<file path="src/rtl/spi_burst_controller_pkg.sv">
// Shared types and widths for the SPI burst command/buffer stage.
package spi_ctrl_pkg;
  localparam int SPI_ADDR_W  = 15;
  localparam int SPI_DATA_W  = 16;
  localparam int SPI_COUNT_W = 16;

  typedef enum logic [2:0] {
    IDLE     = 3'd0,
    PREFETCH = 3'd1,
    START    = 3'd2,
    RUN      = 3'd3,
    DONE     = 3'd4
  } state_t;

  // A zero word count still moves one word.
  function automatic logic [SPI_COUNT_W-1:0] eff_count(input logic [SPI_COUNT_W-1:0] c);
    return (c == '0) ? SPI_COUNT_W'(1) : c;
  endfunction
endpackage

</file>
<file path="src/rtl/spi_burst_controller_if.sv">
// Host command/data port plus the spi_master-facing signals of the burst controller.
interface spi_burst_controller_if;
  import spi_ctrl_pkg::*;

  logic                   i_cmd_valid;
  logic                   o_cmd_ready;
  logic [SPI_ADDR_W-1:0]  i_cmd_addr;
  logic                   i_cmd_rw;
  logic [SPI_COUNT_W-1:0] i_cmd_count;
  logic [SPI_DATA_W-1:0]  i_wr_data;
  logic                   i_wr_valid;
  logic                   o_wr_ready;
  logic [SPI_DATA_W-1:0]  o_rd_data;
  logic                   o_rd_valid;
  logic                   i_rd_ready;
  logic                   o_done;
  logic                   o_underflow_err;
  logic                   o_overflow_err;
  logic                   i_err_clear;
  logic                   o_spi_enable;
  logic [SPI_ADDR_W-1:0]  o_spi_addr;
  logic                   o_spi_rw;
  logic [SPI_DATA_W-1:0]  o_spi_data;
  logic                   o_spi_burst_enable;
  logic [SPI_COUNT_W-1:0] o_spi_burst_count;
  logic                   i_spi_busy;
  logic [SPI_DATA_W-1:0]  i_spi_read_word;
  logic                   i_spi_burst_read_valid;
  logic                   i_spi_burst_write_req;

  modport slave (
    input  i_cmd_valid, i_cmd_addr, i_cmd_rw, i_cmd_count, i_wr_data, i_wr_valid,
           i_rd_ready, i_err_clear, i_spi_busy, i_spi_read_word,
           i_spi_burst_read_valid, i_spi_burst_write_req,
    output o_cmd_ready, o_wr_ready, o_rd_data, o_rd_valid, o_done, o_underflow_err,
           o_overflow_err, o_spi_enable, o_spi_addr, o_spi_rw, o_spi_data,
           o_spi_burst_enable, o_spi_burst_count
  );

  modport master (
    output i_cmd_valid, i_cmd_addr, i_cmd_rw, i_cmd_count, i_wr_data, i_wr_valid,
           i_rd_ready, i_err_clear, i_spi_busy, i_spi_read_word,
           i_spi_burst_read_valid, i_spi_burst_write_req,
    input  o_cmd_ready, o_wr_ready, o_rd_data, o_rd_valid, o_done, o_underflow_err,
           o_overflow_err, o_spi_enable, o_spi_addr, o_spi_rw, o_spi_data,
           o_spi_burst_enable, o_spi_burst_count
  );
endinterface

</file>
<file path="src/rtl/spi_burst_controller_sync_fifo.sv">
// First-word-fall-through FIFO; head is visible whenever not empty.
// Push when full and pop when empty are silently ignored.
module sync_fifo #(
  parameter int WIDTH = 16,
  parameter int DEPTH = 16,
  parameter int AW    = 4
) (
  input  logic             i_clk,
  input  logic             i_rst,
  input  logic             i_push,
  input  logic [WIDTH-1:0] i_data,
  input  logic             i_pop,
  output logic [WIDTH-1:0] o_data,
  output logic             o_full,
  output logic             o_empty
);
  localparam logic [AW:0]   FULL_CNT = (AW+1)'(DEPTH);
  localparam logic [AW:0]   ONE_CNT  = (AW+1)'(1);
  localparam logic [AW-1:0] ONE_PTR  = AW'(1);

  logic [WIDTH-1:0] mem [DEPTH];
  logic [AW-1:0]    wr_ptr, rd_ptr;
  logic [AW:0]      count;
  logic             do_push, do_pop;

  assign o_full  = (count == FULL_CNT);
  assign o_empty = (count == '0);
  assign do_push = i_push & ~o_full;
  assign do_pop  = i_pop & ~o_empty;
  assign o_data  = mem[rd_ptr];

  always_ff @(posedge i_clk) begin
    if (do_push) mem[wr_ptr] <= i_data;
  end

  always_ff @(posedge i_clk or posedge i_rst) begin
    if (i_rst) begin
      wr_ptr <= '0;
      rd_ptr <= '0;
      count  <= '0;
    end else begin
      if (do_push) wr_ptr <= wr_ptr + ONE_PTR;
      if (do_pop)  rd_ptr <= rd_ptr + ONE_PTR;
      case ({do_push, do_pop})
        2'b10:   count <= count + ONE_CNT;
        2'b01:   count <= count - ONE_CNT;
        default: count <= count;
      endcase
    end
  end
endmodule

</file>
<file path="src/rtl/spi_burst_controller.sv">
// Command/buffer stage in front of spi_master: latches host commands, feeds burst
// write words from a write FIFO and collects read words into a read FIFO.
module spi_burst_controller
  import spi_ctrl_pkg::*;
#(
  parameter int FIFO_DEPTH = 16,
  parameter int FIFO_AW    = 4
) (
  input logic                  i_clk,
  input logic                  i_rst,
  spi_burst_controller_if.slave bus
);
  state_t                 state;
  logic                   busy_q, rvld_q, wreq_q;
  logic                   busy_rise, busy_fall, rvld_rise, wreq_rise;
  logic [SPI_DATA_W-1:0]  wf_head;
  logic                   wf_full, wf_empty, wf_pop;
  logic                   rf_full, rf_empty, rf_push;
  logic                   under_set, over_set;
  logic [SPI_COUNT_W-1:0] cmd_eff;

  assign busy_rise = bus.i_spi_busy & ~busy_q;
  assign busy_fall = ~bus.i_spi_busy & busy_q;
  assign rvld_rise = bus.i_spi_burst_read_valid & ~rvld_q;
  assign wreq_rise = bus.i_spi_burst_write_req & ~wreq_q;
  assign cmd_eff   = eff_count(bus.i_cmd_count);

  assign wf_pop    = ~wf_empty & ((state == PREFETCH) | ((state == RUN) & wreq_rise));
  // Burst reads arrive on read-valid strobes; a single read lands when busy drops.
  assign rf_push   = (state == RUN) & bus.o_spi_rw &
                     (bus.o_spi_burst_enable ? rvld_rise : busy_fall);
  assign under_set = (state == RUN) & wreq_rise & wf_empty;
  assign over_set  = rf_push & rf_full;

  assign bus.o_wr_ready = ~wf_full;
  assign bus.o_rd_valid = ~rf_empty;

  sync_fifo #(.WIDTH(SPI_DATA_W), .DEPTH(FIFO_DEPTH), .AW(FIFO_AW)) u_wr_fifo (
    .i_clk   (i_clk),
    .i_rst   (i_rst),
    .i_push  (bus.i_wr_valid),
    .i_data  (bus.i_wr_data),
    .i_pop   (wf_pop),
    .o_data  (wf_head),
    .o_full  (wf_full),
    .o_empty (wf_empty)
  );

  sync_fifo #(.WIDTH(SPI_DATA_W), .DEPTH(FIFO_DEPTH), .AW(FIFO_AW)) u_rd_fifo (
    .i_clk   (i_clk),
    .i_rst   (i_rst),
    .i_push  (rf_push),
    .i_data  (bus.i_spi_read_word),
    .i_pop   (bus.i_rd_ready),
    .o_data  (bus.o_rd_data),
    .o_full  (rf_full),
    .o_empty (rf_empty)
  );

  always_ff @(posedge i_clk or posedge i_rst) begin
    if (i_rst) begin
      state                  <= IDLE;
      busy_q                 <= 1'b0;
      rvld_q                 <= 1'b0;
      wreq_q                 <= 1'b0;
      bus.o_cmd_ready        <= 1'b1;
      bus.o_done             <= 1'b0;
      bus.o_spi_enable       <= 1'b0;
      bus.o_spi_addr         <= '0;
      bus.o_spi_rw           <= 1'b0;
      bus.o_spi_data         <= '0;
      bus.o_spi_burst_enable <= 1'b0;
      bus.o_spi_burst_count  <= '0;
      bus.o_underflow_err    <= 1'b0;
      bus.o_overflow_err     <= 1'b0;
    end else begin
      busy_q     <= bus.i_spi_busy;
      rvld_q     <= bus.i_spi_burst_read_valid;
      wreq_q     <= bus.i_spi_burst_write_req;
      bus.o_done <= 1'b0;

      // A new error event beats a coincident clear.
      if (under_set)            bus.o_underflow_err <= 1'b1;
      else if (bus.i_err_clear) bus.o_underflow_err <= 1'b0;
      if (over_set)             bus.o_overflow_err  <= 1'b1;
      else if (bus.i_err_clear) bus.o_overflow_err  <= 1'b0;

      case (state)
        IDLE: begin
          if (bus.i_cmd_valid & bus.o_cmd_ready) begin
            bus.o_cmd_ready        <= 1'b0;
            bus.o_spi_addr         <= bus.i_cmd_addr;
            bus.o_spi_rw           <= bus.i_cmd_rw;
            bus.o_spi_burst_count  <= cmd_eff;
            bus.o_spi_burst_enable <= (cmd_eff > SPI_COUNT_W'(1));
            if (bus.i_cmd_rw) begin
              bus.o_spi_data   <= '0;
              bus.o_spi_enable <= 1'b1;
              state            <= START;
            end else begin
              state <= PREFETCH;
            end
          end
        end
        PREFETCH: begin
          if (!wf_empty) begin
            bus.o_spi_data   <= wf_head;
            bus.o_spi_enable <= 1'b1;
            state            <= START;
          end
        end
        START: begin
          // Drop enable as soon as the master is seen busy so it does not restart.
          if (busy_rise) begin
            bus.o_spi_enable <= 1'b0;
            state            <= RUN;
          end
        end
        RUN: begin
          if (wreq_rise) bus.o_spi_data <= wf_empty ? '0 : wf_head;
          if (busy_fall) begin
            bus.o_done <= 1'b1;
            state      <= DONE;
          end
        end
        DONE: begin
          bus.o_cmd_ready <= 1'b1;
          state           <= IDLE;
        end
        default: state <= IDLE;
      endcase
    end
  end
endmodule

</file>
<file path="src/flat_wrapper.sv">
// flat-port wrapper written by rule: the top's interface ports become plain ports
module spi_burst_controller_flat import spi_ctrl_pkg::*;
#(
  parameter int FIFO_DEPTH = 16,
  parameter int FIFO_AW    = 4
)
  (i_clk, i_rst, bus_i_cmd_valid, bus_i_cmd_addr, bus_i_cmd_rw, bus_i_cmd_count, bus_i_wr_data, bus_i_wr_valid, bus_i_rd_ready, bus_i_err_clear, bus_i_spi_busy, bus_i_spi_read_word, bus_i_spi_burst_read_valid, bus_i_spi_burst_write_req, bus_o_cmd_ready, bus_o_wr_ready, bus_o_rd_data, bus_o_rd_valid, bus_o_done, bus_o_underflow_err, bus_o_overflow_err, bus_o_spi_enable, bus_o_spi_addr, bus_o_spi_rw, bus_o_spi_data, bus_o_spi_burst_enable, bus_o_spi_burst_count);
  spi_burst_controller_if bus_i ();
  input logic i_clk;
  input logic i_rst;
  input wire logic [$bits(bus_i.i_cmd_valid)-1:0] bus_i_cmd_valid;
  input wire logic [$bits(bus_i.i_cmd_addr)-1:0] bus_i_cmd_addr;
  input wire logic [$bits(bus_i.i_cmd_rw)-1:0] bus_i_cmd_rw;
  input wire logic [$bits(bus_i.i_cmd_count)-1:0] bus_i_cmd_count;
  input wire logic [$bits(bus_i.i_wr_data)-1:0] bus_i_wr_data;
  input wire logic [$bits(bus_i.i_wr_valid)-1:0] bus_i_wr_valid;
  input wire logic [$bits(bus_i.i_rd_ready)-1:0] bus_i_rd_ready;
  input wire logic [$bits(bus_i.i_err_clear)-1:0] bus_i_err_clear;
  input wire logic [$bits(bus_i.i_spi_busy)-1:0] bus_i_spi_busy;
  input wire logic [$bits(bus_i.i_spi_read_word)-1:0] bus_i_spi_read_word;
  input wire logic [$bits(bus_i.i_spi_burst_read_valid)-1:0] bus_i_spi_burst_read_valid;
  input wire logic [$bits(bus_i.i_spi_burst_write_req)-1:0] bus_i_spi_burst_write_req;
  output wire logic [$bits(bus_i.o_cmd_ready)-1:0] bus_o_cmd_ready;
  output wire logic [$bits(bus_i.o_wr_ready)-1:0] bus_o_wr_ready;
  output wire logic [$bits(bus_i.o_rd_data)-1:0] bus_o_rd_data;
  output wire logic [$bits(bus_i.o_rd_valid)-1:0] bus_o_rd_valid;
  output wire logic [$bits(bus_i.o_done)-1:0] bus_o_done;
  output wire logic [$bits(bus_i.o_underflow_err)-1:0] bus_o_underflow_err;
  output wire logic [$bits(bus_i.o_overflow_err)-1:0] bus_o_overflow_err;
  output wire logic [$bits(bus_i.o_spi_enable)-1:0] bus_o_spi_enable;
  output wire logic [$bits(bus_i.o_spi_addr)-1:0] bus_o_spi_addr;
  output wire logic [$bits(bus_i.o_spi_rw)-1:0] bus_o_spi_rw;
  output wire logic [$bits(bus_i.o_spi_data)-1:0] bus_o_spi_data;
  output wire logic [$bits(bus_i.o_spi_burst_enable)-1:0] bus_o_spi_burst_enable;
  output wire logic [$bits(bus_i.o_spi_burst_count)-1:0] bus_o_spi_burst_count;
  assign bus_i.i_cmd_valid = bus_i_cmd_valid;
  assign bus_i.i_cmd_addr = bus_i_cmd_addr;
  assign bus_i.i_cmd_rw = bus_i_cmd_rw;
  assign bus_i.i_cmd_count = bus_i_cmd_count;
  assign bus_i.i_wr_data = bus_i_wr_data;
  assign bus_i.i_wr_valid = bus_i_wr_valid;
  assign bus_i.i_rd_ready = bus_i_rd_ready;
  assign bus_i.i_err_clear = bus_i_err_clear;
  assign bus_i.i_spi_busy = bus_i_spi_busy;
  assign bus_i.i_spi_read_word = bus_i_spi_read_word;
  assign bus_i.i_spi_burst_read_valid = bus_i_spi_burst_read_valid;
  assign bus_i.i_spi_burst_write_req = bus_i_spi_burst_write_req;
  assign bus_o_cmd_ready = bus_i.o_cmd_ready;
  assign bus_o_wr_ready = bus_i.o_wr_ready;
  assign bus_o_rd_data = bus_i.o_rd_data;
  assign bus_o_rd_valid = bus_i.o_rd_valid;
  assign bus_o_done = bus_i.o_done;
  assign bus_o_underflow_err = bus_i.o_underflow_err;
  assign bus_o_overflow_err = bus_i.o_overflow_err;
  assign bus_o_spi_enable = bus_i.o_spi_enable;
  assign bus_o_spi_addr = bus_i.o_spi_addr;
  assign bus_o_spi_rw = bus_i.o_spi_rw;
  assign bus_o_spi_data = bus_i.o_spi_data;
  assign bus_o_spi_burst_enable = bus_i.o_spi_burst_enable;
  assign bus_o_spi_burst_count = bus_i.o_spi_burst_count;
  spi_burst_controller #(.FIFO_DEPTH(FIFO_DEPTH), .FIFO_AW(FIFO_AW)) u_core (.i_clk(i_clk), .i_rst(i_rst), .bus(bus_i));
endmodule
</file>
<file path="config.mk">
export PLATFORM = sky130hd
export DESIGN_NAME = spi_burst_controller_flat
export DESIGN_NICKNAME = d
export VERILOG_FILES = /design/src/rtl/spi_burst_controller_pkg.sv /design/src/rtl/spi_burst_controller_if.sv /design/src/rtl/spi_burst_controller_sync_fifo.sv /design/src/rtl/spi_burst_controller.sv /design/src/flat_wrapper.sv
export SDC_FILE = /design/constraint.sdc
export NUM_CORES = 1
export LEC_CHECK = 0
export CAP_MARGIN = 30
export CORE_MARGIN = 2
export CORE_UTILIZATION = 59
export DETAILED_ROUTE_END_ITERATION = 6
export HOLD_SLACK_MARGIN = 0.12
export PLACE_DENSITY = 0.79
export SYNTH_ARGS = -nofsm -noshare
export SYNTH_HDL_FRONTEND = slang
export SYNTH_HIERARCHICAL = 1
export SYNTH_SLANG_ARGS = --single-unit
</file>
<file path="constraint.sdc">
create_clock -name i_clk -period 4.8 [get_ports i_clk]
set_input_delay 0.72 -clock i_clk [delete_from_list [all_inputs] [get_ports i_clk]]
set_output_delay 0.72 -clock i_clk [all_outputs]
set_load 0.02 [all_outputs]
</file>
==> results.py, run 1 <==
metrics = {
    "critical_path": {
        "crit_family": "buffers and inverters",
        "cp_num_buf_inv": 2,
        "critical_path_class": "reg -> out",
        "worstSetupEndpointType": "output pin",
        "path_cells": "buf_4 -> mux4_2 -> a22oi_1 -> nand2_1 -> clkdlybuf4s50_1",
        "cp-start-kind": "flop",
        "max_stage_delay_ns": 0.96,
        "critical_path.max_fanout": 44,
        "cp.required_ns": 4.08,
        "worstPathArrival_ns": 3.44,
        "crit_slowest_cell": "dfrtp_4",
    },
    "grt": {
        "grt_pass1_vias": 13200,
        "grt_pass1_wl_um": 78200,
        "overflow": 0,
        "antenna_found_initial": 2,
        "grt_max_degree": 45,
        "track_usage_pct": 23.7,
    },
    "routing": {
        "ant_nets": 0,
        "wl_met3_um": 2740,
        "routedWlPerCell_um": 24.3,
        "num_vias": 12700,
        "drt-pass1-iter-count": 5,
        "vias_per_cell": 6.05,
        "wirelength_um": 50800,
        "drt_iter0_drc": 1173,
        "wl_met1_um": 20000,
        "top_layer_used": "met4",
        "met2_length_um": 26800,
        "drc": 0,
    },
    "timing": {
        "skew_ns": 0.0142,
        "relSlewSlack_pct": 32.7,
        "final_max_slew_viol_count": 0,
        "grt_setup_unrepaired": "false",
        "min_period_over_period_pct": 86.6,
        "hold_viol": 0,
        "whs_ns": 0.491,
        "setup_ws_ns": 0.641,
        "finalSetupTns_ns": 0,
        "fin_crit_ns": 4.16,
        "tightest_slew_ns": 1.01,
        "finalSetupViolCount": 0,
        "fmax_ghz": 0.240,
    },
    "clock_tree": {
        "insertion_delay_ns": 0.62,
        "root_buffer": "clkbuf_16",
        "cts_buffer_depth": 3,
        "cts_htree_levels": 2,
        "cts_tree": "built",
        "post_cts_buffers": 0,
        "cts_sinks": 598,
        "holdBufCountCts": 0,
        "clk_pin_slew_ns": 0.06,
        "numCtsBuffers": 57,
        "cts_resized": 0,
    },
    "placement": {
        "port_buffers": 144,
        "gp_congestion": 0.806,
        "dp_hpwl_um": 30700,
        "placed_cells": 1981,
        "post_dp_cell_area_um2": 26500,
        "post-place-ws_ns": 0.762,
    },
    "pwr": {
        "power_mw": 16.8,
        "ir_worst_vdd_mv": 0.374,
        "leakagePower_nw": 10.1,
        "power_density_nw_per_um2": 593,
    },
    "synthesis": {
        "seq_area_frac_synth_pct": 71.5,
        "synth_nets": 1421,
        "synth-seq-cells": 598,
        "async_flop_share_pct": 14.4,
        "synthFlopType": "edfxtp_1",
        "synth_area_leaders": "edfxtp_1 63%, dfrtp_1 8.7%, mux2i_1 6.0%, mux4_2 5.9%, a221oi_2 3.6%",
        "yosysTopAreaCell": "edfxtp_1",
        "synth_edf_count": 512,
        "yosysTopAreaCellShare_pct": 62.7,
        "synthCells": 1328,
        "syn_area_per_cell_um2": 18.5,
        "syn-cell-area_um2": 24500,
        "yosysWarningCount": 6,
        "yosysUniqueCellTypes": 58,
    },
    "worst_hold_path": {
        "hold_class": "reg -> reg",
    },
    "final_layout": {
        "postLayoutCellArea_um2": 28300,
        "n_fill_cell": 2593,
        "layout-drive-gt1-share_pct": 20.7,
        "final_cells": 2092,
        "utilization_pct": 69.3,
        "final_common_cell": "edfxtp_1",
        "final_nets": 1602,
        "mostFrequentLayoutCells": "512 x edfxtp_1, 146 x mux2i_1, 144 x clkdlybuf4s50_1, 83 x dfrtp_1, 74 x nand2_1",
        "syn2layout_area_growth_pct": 15.7,
    },
    "floorplan": {
        "chipHeight_um": 208,
        "rows": 74,
        "die_area_um2": 43200,
        "pin_count": 145,
        "coreArea_um2": 40900,
        "start_util_pct": 59.9,
        "die_w_um": 208,
    },
    "flow_run": {
        "maxCapViolations": 0,
    },
    "run_status": {
        "status": "finished clean",
    },
}
-- cells by family (layout without fill, tap and decap cells) --
kind of cell             after synthesis  after routing  share of synthesized area, %
AO/OA/AOI/OAI                        161            161                          6.28
XOR/XNOR                              20             20                         0.715
adder cells (fa/ha/maj)               20             20                          1.08
buffers and inverters                119            348                          3.22
flip-flops                           598            598                          71.5
multiplexers                         244            244                          13.9
other                                  0              3                             0
AND/OR/NAND/NOR                      166            166                          3.30
-- cell type report --
type                            count  area, um^2  share of cell area, %
Sequential cell                   598       17500                   61.9
Tap cell                          532         666                   2.35
Inverter                           43         161                  0.569
Timing Repair Buffer              198        1890                   6.66
Multi-Input combinational cell    611        6240                   22.0
Clock inverter                     36         349                   1.23
Clock buffer                       71        1500                   5.29
Antenna cell                        3        7.51                 0.0265
-- cell usage after synthesis, types with 3 or more instances --
| master | n |
|---|---|
| nand4_1 | 4 |
| o21ai_0 | 40 |
| clkbuf_1 | 14 |
| nand3_1 | 5 |
| edfxtp_1 | 512 |
| nor2b_1 | 7 |
| a221oi_2 | 58 |
| xor2_1 | 6 |
| mux2i_1 | 146 |
| buf_12 | 4 |
| nor2_1 | 31 |
| nor4_1 | 5 |
| buf_1 | 6 |
| ha_1 | 18 |
| a21oi_1 | 9 |
| buf_8 | 4 |
| xnor2_1 | 14 |
| mux4_2 | 64 |
| nand2b_1 | 6 |
| a221oi_1 | 6 |
| o21ai_1 | 4 |
| dfrtp_1 | 85 |
| nand2_1 | 74 |
| nor3_1 | 11 |
| inv_1 | 41 |
| mux2_2 | 4 |
| a22oi_1 | 32 |
| a21o_1 | 3 |
| buf_6 | 22 |
| buf_4 | 14 |
| o22ai_1 | 3 |
| mux2_4 | 30 |
| buf_2 | 12 |
-- registers in the layout, indices dropped and copies added (netlist names), 3 cells and up --
| register | cells |
|---|---|
| u_core/u_wr_fifo/wr_ptr | 4 |
| u_core/state | 3 |
| u_core/u_rd_fifo/mem | 256 |
| u_core/u_wr_fifo/mem | 256 |
| u_core/bus.o_spi_data | 16 |
| u_core/u_rd_fifo/wr_ptr | 4 |
| u_core/bus.o_spi_addr | 15 |
| u_core/bus.o_spi_burst_count | 16 |
| u_core/u_rd_fifo/rd_ptr | 4 |
| u_core/u_wr_fifo/rd_ptr | 4 |
| u_core/u_rd_fifo/count | 5 |
| u_core/u_wr_fifo/count | 5 |
-- metal layers --
layer | track usage, % | vias to the layer above
li1 | - | 5614
met1 | 30.5 | 6578
met2 | 41.8 | 365
met3 | 3.93 | 102
met4 | 7.02 | 0
met5 | 0 | -
-- path summary, 6_finish.rpt --
path / start / end / slack (ns) / cells after the start
max: u_core/u_rd_fifo/rd_ptr[0]$_DFFE_PP0P_ / bus_o_rd_data[4] / 0.64 / 5
min: u_core/u_wr_fifo/count[4]$_DFFE_PP0P_ / u_core/u_wr_fifo/count[4]$_DFFE_PP0P_ / 0.49 / 1
max reg2reg: u_core/u_wr_fifo/count[0]$_DFFE_PP0P_ / u_core/u_rd_fifo/count[4]$_DFFE_PP0P_ / 1.04 / 16
min reg2reg: u_core/u_wr_fifo/count[4]$_DFFE_PP0P_ / u_core/u_wr_fifo/count[4]$_DFFE_PP0P_ / 0.49 / 1
max in group asynchronous: i_rst / u_core/bus.o_spi_burst_count[4]$_DFFE_PP0P_ / 3.25 / 3
min in group asynchronous: i_rst / u_core/u_wr_fifo/rd_ptr[3]$_DFFE_PP0P_ / 0.54 / 2
-- power by group --
part           switching [mW]  internal (mW)
Combinational            3.04           2.59
Clock                    1.88           2.54
Sequential              0.561           6.20
Power figures use the tool's default switching activity.
==> inputs of run 2 (changes only) <==
- SETUP_SLACK_MARGIN: not set -> 0.02
==> results of run 2 <==
The final DEF is identical to that of run 1; final timing and power are the same.
